==> config.mk <==
export PLATFORM = sky130hd
export DESIGN_NAME = wb_dma_pri_arb
export DESIGN_NICKNAME = d
export VERILOG_FILES = /design/src/rtl/wb_dma_arb_pkg.sv /design/src/rtl/wb_dma_pri_lvl_map.sv /design/src/rtl/wb_dma_pri_arb.sv
export SDC_FILE = /design/constraint.sdc
export NUM_CORES = 1
export LEC_CHECK = 0
export BUFFER_PORTS_ARGS = -buffer_cell sky130_fd_sc_hd__buf_2
export CELL_PAD_IN_SITES_DETAIL_PLACEMENT = 2
export CELL_PAD_IN_SITES_GLOBAL_PLACEMENT = 2
export CORE_MARGIN = 4
export CORE_UTILIZATION = 30
export DETAILED_ROUTE_END_ITERATION = 7
export PLACE_DENSITY = 0.95
export SYNTH_ARGS = -nofsm -noshare
export SYNTH_HDL_FRONTEND = slang
export SYNTH_SLANG_ARGS = --single-unit
==> constraint.sdc <==
create_clock -name clk_i -period 6.7 [get_ports clk_i]
set_input_delay 1.34 -clock clk_i [delete_from_list [all_inputs] [get_ports clk_i]]
set_output_delay 1.34 -clock clk_i [all_outputs]
set_load 0.01 [all_outputs]
==> src/rtl/wb_dma_arb_pkg.sv <==
// wb_dma_arb_pkg: shared FSM type, priority-mode codes and the
// raw-to-effective priority mapping for the DMA channel arbiter.
package wb_dma_arb_pkg;

  typedef enum logic [1:0] {
    ARB_IDLE,
    ARB_ARB,
    ARB_GRANT,
    ARB_BUSY
  } arb_state_e;

  localparam logic [1:0] PRI_2LVL = 2'd0;
  localparam logic [1:0] PRI_4LVL = 2'd1;
  localparam logic [1:0] PRI_8LVL = 2'd2;

  // 2 levels: any non-zero raw value is "high".
  // 4 levels: raw values above 2 saturate at 3.
  function automatic logic [2:0] eff_pri(
    input logic [2:0] raw,
    input logic [1:0] mode
  );
    logic [2:0] p;
    p = raw;
    unique case (1'b1)
      (mode == PRI_2LVL): p = {2'b00, |raw};
      (mode == PRI_4LVL): p = (raw > 3'd2) ? 3'd3 : raw;
      default:            p = raw;
    endcase
    return p;
  endfunction

endpackage

==> src/rtl/wb_dma_pri_lvl_map.sv <==
// wb_dma_pri_lvl_map: one channel's eligibility and effective priority.
// Ports: req_i/raw_i in; vld_o (eligible), pri_o (0 when not eligible).
module wb_dma_pri_lvl_map
  import wb_dma_arb_pkg::*;
#(
  parameter logic [1:0] PRI_SEL = PRI_2LVL,
  parameter logic       PRESENT = 1'b1
) (
  input  logic       req_i,
  input  logic [2:0] raw_i,
  output logic       vld_o,
  output logic [2:0] pri_o
);

  assign vld_o = req_i & PRESENT;
  assign pri_o = vld_o ? eff_pri(raw_i, PRI_SEL) : 3'd0;

endmodule

==> src/rtl/wb_dma_pri_arb.sv <==
// wb_dma_pri_arb: registered priority arbiter, round-robin within a level.
// Ports: req_i/pri_i/ack_i/done_i in; gnt_vld/ch/oh/pri and busy out.
module wb_dma_pri_arb
  import wb_dma_arb_pkg::*;
#(
  parameter int              CH_NUM  = 8,
  parameter int              CH_W    = 3,
  parameter logic [CH_NUM-1:0] CH_CONF = {CH_NUM{1'b1}},
  parameter logic [1:0]      PRI_SEL = PRI_2LVL
) (
  input  logic                clk_i,
  input  logic                rst_n_i,
  input  logic [CH_NUM-1:0]   req_i,
  input  logic [3*CH_NUM-1:0] pri_i,
  input  logic                ack_i,
  input  logic                done_i,
  output logic                gnt_vld_o,
  output logic [CH_W-1:0]     gnt_ch_o,
  output logic [CH_NUM-1:0]   gnt_oh_o,
  output logic [2:0]          gnt_pri_o,
  output logic                busy_o
);

  if (PRI_SEL == 2'd3) begin : g_bad_pri
    $error("wb_dma_pri_arb: PRI_SEL=3 is illegal");
  end
  if (CH_NUM < 2 || CH_NUM > 31) begin : g_bad_num
    $error("wb_dma_pri_arb: CH_NUM out of range");
  end
  if ((1 << CH_W) < CH_NUM) begin : g_bad_w
    $error("wb_dma_pri_arb: CH_W too narrow");
  end

  logic [CH_NUM-1:0] elig;
  logic [2:0]        epri [CH_NUM];

  for (genvar k = 0; k < CH_NUM; k++) begin : g_map
    wb_dma_pri_lvl_map #(
      .PRI_SEL(PRI_SEL),
      .PRESENT(CH_CONF[k])
    ) u_map (
      .req_i(req_i[k]),
      .raw_i(pri_i[3*k +: 3]),
      .vld_o(elig[k]),
      .pri_o(epri[k])
    );
  end

  arb_state_e        state_q, state_d;
  logic [CH_W-1:0]   last_q, last_d;
  logic [CH_W-1:0]   ch_q, ch_d;
  logic [CH_NUM-1:0] oh_q, oh_d;
  logic [2:0]        pri_q, pri_d;

  logic [2:0]        max_pri;
  logic [CH_NUM-1:0] cand;
  logic              hi_hit;
  logic [CH_W-1:0]   hi_ch, lo_ch, win_ch;
  logic [CH_NUM-1:0] win_oh;

  // Ineligible channels read as priority 0, so a plain max works.
  always_comb begin
    max_pri = 3'd0;
    for (int k = 0; k < CH_NUM; k++) begin
      if (epri[k] > max_pri) max_pri = epri[k];
    end
  end

  always_comb begin
    for (int k = 0; k < CH_NUM; k++) begin
      cand[k] = elig[k] & (epri[k] == max_pri);
    end
  end

  // Circular scan from last+1: lowest candidate above last wins,
  // otherwise wrap to the lowest candidate overall.
  always_comb begin
    hi_hit = 1'b0;
    hi_ch  = '0;
    lo_ch  = '0;
    for (int k = CH_NUM - 1; k >= 0; k--) begin
      if (cand[k]) begin
        lo_ch = CH_W'(k);
        if (CH_W'(k) > last_q) begin
          hi_hit = 1'b1;
          hi_ch  = CH_W'(k);
        end
      end
    end
    win_ch = hi_hit ? hi_ch : lo_ch;
    win_oh = {{(CH_NUM-1){1'b0}}, 1'b1} << win_ch;
  end

  always_ff @(posedge clk_i or negedge rst_n_i) begin
    if (!rst_n_i) begin
      state_q <= ARB_IDLE;
      last_q  <= CH_W'(CH_NUM - 1);
      ch_q    <= '0;
      oh_q    <= '0;
      pri_q   <= '0;
    end else begin
      state_q <= state_d;
      last_q  <= last_d;
      ch_q    <= ch_d;
      oh_q    <= oh_d;
      pri_q   <= pri_d;
    end
  end

  always_comb begin
    state_d = state_q;
    last_d  = last_q;
    ch_d    = ch_q;
    oh_d    = oh_q;
    pri_d   = pri_q;
    unique case (state_q)
      ARB_IDLE: begin
        if (|elig) state_d = ARB_ARB;
      end
      ARB_ARB: begin
        if (|elig) begin
          ch_d    = win_ch;
          oh_d    = win_oh;
          pri_d   = max_pri;
          state_d = ARB_GRANT;
        end else begin
          state_d = ARB_IDLE;
        end
      end
      ARB_GRANT: begin
        if (ack_i) begin
          if (done_i) begin
            last_d  = ch_q;
            oh_d    = '0;
            state_d = ARB_IDLE;
          end else begin
            state_d = ARB_BUSY;
          end
        end else if (~|(req_i & oh_q)) begin
          oh_d    = '0;
          state_d = ARB_IDLE;
        end
      end
      ARB_BUSY: begin
        if (done_i) begin
          last_d  = ch_q;
          oh_d    = '0;
          state_d = ARB_IDLE;
        end
      end
      default: state_d = ARB_IDLE;
    endcase
  end

  assign gnt_vld_o = (state_q == ARB_GRANT);
  assign busy_o    = (state_q != ARB_IDLE);
  assign gnt_ch_o  = ch_q;
  assign gnt_oh_o  = oh_q;
  assign gnt_pri_o = pri_q;

endmodule

==> summary.md <==
| Metric | Value |
|---|---|
| Final worst path period share | a little over half |
| Outcome | finished, final reports clean |
| Clock Pin Slew Worst Setup and Hold Paths | 0.07 ns |
| Syn Area/Cell | approximately 9.2 um2 |
| Vias per cell | about 5.9 |
| Source of the worst register-to-register timing path | last_q[2] |
| Number of cells on the worst hold path | 2 |
| Sequential share of the synthesized area | a little under a third |
| Max Cap Violations | 0 |
| Latest clock arrival within the worst-skew pair | 0.25 ns |
| Depth of the worst register-to-register path | 6 |
| Number of global-route vias before repair | about 1.7k |
| Startpoint types | input pin |
| I/O Pins | 52 |
| Wire per inst | roughly 21 um |
| Worst reg-to-reg setup slack | around 4.3 ns |
| Number of placement rows | 24 |
| Data arrival time of the worst path | around 3.9 ns |
| Final slew viol count | 0 |
| Sink of the worst hold path | gnt_pri_o[0] |
| Pwr dens | 377 nW/um2 |
| Crit Path Max Fanout | 9 |
| Setup Crit Path Kind | in -> reg |
| Tightest Pin Transition | ~0.70 ns |
| CP required | between 6 and 7 ns |
| Hold wc startpoint | gnt_pri_o[0] |
| DRC marker count from the first detailed-route iteration | 70 |
| Nature of the critical path endpoint | register |
| #FFs+latches synth | 17 |
| Total number of vias | between 1k and 1.5k |
| Clock Path Buffers | 2 |
| Maximum number of pins on one net before global-route repair | 18 |
| First-pass GRT wire length | 8.81 mm |
| TritonCTS buffer count | 3 |
| Routability-driven placement congestion ratio | approximately 0.8 |
| Drt pass-1 iters | 4 |
| Number of buffers added to fix hold violations after cts | 0 |
| Cell area after synthesis | ~1400 um2 |
| TritonCTS sink count | 17 |
| Initial cell density of the core | 31.6% |
| Max Fclk | about 0.27 GHz |
| Warnings from Yosys | 0 |
| Peak supply drop | about 0.17 mV |
| Cell leakage power | ~0.72 nW |
| Ant. Diodes | 0 |
| Number of antenna violations at the first check in global routing | 0 |
| Layout cells sized above 1 | about two fifths |
| Hold violation count in the final report | 0 |
| Cell variety after synth | 54 |
| Core ar. | ~4400 um2 |
| GR Util All Layers | 18.2% |
| Post-detailed-routing wire length | between 5 and 6 mm |
| DRC viols | 0 |
| Number of nets still failing antenna checks after routing | 0 |
| Unrepaired setup endpoints after global routing | no |
| Cell types with the largest area share after synthesis | sky130_fd_sc_hd__dfrtp_1 (25%), sky130_fd_sc_hd__a32o_1 (5.7%), sky130_fd_sc_hd__dfstp_2 (5.7%) |
| Final clock skew | ~0.00052 ns |
| Post-cts resize count | 0 |
| Clock tree from TritonCTS | yes |
| Die X | 76.2 um |
| Setup Total Neg Slack | 0 ns |
| Total overflow reported by the global router | 0 |
| Port buffer count | 49 |
| Setup Buffers After CTS | 0 |
| Crit path time final | around 3.7 ns |
| Area share of the leading cell type in the synthesized netlist | between 20% and 30% |
| Final layout net count | between 200 and 250 |
| Vertical die dimension | roughly 76 um |
| Area growth from synthesis to final layout | 23.6% |
| Slew headroom | between 50% and 60% |
| Synth Instances | 152 |
| Share of the core filled with cells | approximately 40% |
| Type of the tightest min-delay check | reg -> reg |
| Synth area leader | sky130_fd_sc_hd__dfrtp_1 |
| Half-perimeter wire length of the detailed placement result | around 4.2 mm |
| Die Area | 5810 um2 |
| Final number of setup-violating endpoints | 0 |
| Clock tree root driver cell | sky130_fd_sc_hd__clkbuf_8 |
| Capture instance of the worst register-to-register path | gnt_oh_o[4] |
| CTS H-tree depth | 1 |
-- cells in the final DEF, fill, tap and decap left out, types with 3 or more instances in the layout --
cell type,count
sky130_fd_sc_hd__nor2b_1,4
sky130_fd_sc_hd__dfrtp_1,14
sky130_fd_sc_hd__o21ai_0,12
sky130_fd_sc_hd__o21ai_1,5
sky130_fd_sc_hd__clkbuf_8,3
sky130_fd_sc_hd__o31ai_2,4
sky130_fd_sc_hd__a32o_1,8
sky130_fd_sc_hd__nor3_1,7
sky130_fd_sc_hd__dfstp_2,3
sky130_fd_sc_hd__nand3_1,4
sky130_fd_sc_hd__nor2_1,9
sky130_fd_sc_hd__buf_2,49
sky130_fd_sc_hd__mux2_2,4
sky130_fd_sc_hd__or3_1,4
sky130_fd_sc_hd__o21a_1,3
sky130_fd_sc_hd__a22oi_1,6
sky130_fd_sc_hd__nand2_1,15
-- per-layer routing --
metal,global-route usage (%),share of wire [%],vias up
li1,-,-,703
met1,23.5,46,751
met2,32.2,50,36
met3,3.19,3.6,4
met4,2.80,1.0,0
met5,0,0,-
-- Yosys cell counts (all sizes together) --
master and number:
a21boi 2, a21o 2, a21oi 2, a221o 1, a221oi 1, a22oi 6
a2bb2oi 1, a311oi 2, a31oi 1, a32o 8, buf 3, clkbuf 3
conb 1, dfrtp 14, dfstp 3, inv 2, maj3 1, mux2 4
nand2 15, nand2b 1, nand3 4, nand3b 1, nand4 2, nor2 11
nor2b 4, nor3 7, nor3b 1, nor4 1, o2111ai 1, o211ai 2
o21a 3, o21ai 18, o21ba 1, o221ai 1, o22ai 1, o311a 1
o311ai 2, o31ai 7, o32ai 1, o41a 1, or2 3, or3 4
or4 2
-- critical path, cell delays in order --
cell and delay [ns]:
sky130_fd_sc_hd__buf_2 0.09, sky130_fd_sc_hd__nor3_1 0.41, sky130_fd_sc_hd__o2111ai_4 0.23, sky130_fd_sc_hd__nor2_2 0.41, sky130_fd_sc_hd__o21ai_1 0.21, sky130_fd_sc_hd__o221ai_2 0.28
sky130_fd_sc_hd__a31oi_1 0.10, sky130_fd_sc_hd__nor3_1 0.49, sky130_fd_sc_hd__a32o_1 0.26
-- logic make-up after synthesis --
kind of cell | synth area share (%)
AO/OA/AOI/OAI | 41.9
AND/OR/NAND/NOR | 20.4
flip-flops | 30.8
buffers and inverters | 2.78
multiplexers | 3.23
adder cells (fa/ha/maj) | 0.718
other | 0.269
-- metrics by stage --
step / hold slack, ns / instance area, um2 / power (mW) / setup slack, ns / std cells
finish: 0.531 / 1720 / 0.650 / 3.03 / 252
global route: 0.562 / 1720 / 0.700 / 2.81 / 252
CTS: 0.531 / 1720 / 0.655 / 3.04 / 252
detailed placement: 0.510 / 1680 / 0.570 / 2.80 / 248
global placement: 0.506 / 1680 / 0.553 / 2.90 / 248
floorplan: 0.516 / 1400 / 0.436 / 3.38 / 153
-- flip-flops by register name, indices dropped and copies added, names as in the netlist --
name and count:
gnt_ch_o 3, last_q 3, state_q 2, gnt_oh_o 8, gnt_pri_o 1
-- layout make-up --
type | instances | area (um2)
Clock buffer | 3 | 41.3
Clock inverter | 1 | 5.00
Fill cell | 524 | 2690
Inverter | 2 | 7.51
Multi-Input combinational cell | 128 | 931
Sequential cell | 17 | 429
Tap cell | 52 | 65.1
Timing Repair Buffer | 49 | 245
-- where the power goes --
group	switching, mW	internal (mW)
combinational	0.191	0.152
clock	0.0360	0.0413
sequential	0.0695	0.160
-- how the worst max path moves through the flow --
| stage | depth (start not counted) | endpoint | start | slack [ns] |
|---|---|---|---|---|
| floorplan | 8 | gnt_oh_o[4] | pri_i[7] | 3.38 |
| global placement | 9 | gnt_oh_o[5] | pri_i[7] | 2.90 |
| detailed placement | 9 | gnt_oh_o[4] | pri_i[7] | 2.80 |
| CTS | 9 | gnt_oh_o[4] | pri_i[7] | 3.04 |
| global route | 9 | gnt_oh_o[5] | pri_i[7] | 2.81 |
| finish | 9 | gnt_oh_o[4] | pri_i[7] | 3.03 |
(Power assumes the default switching activity.)
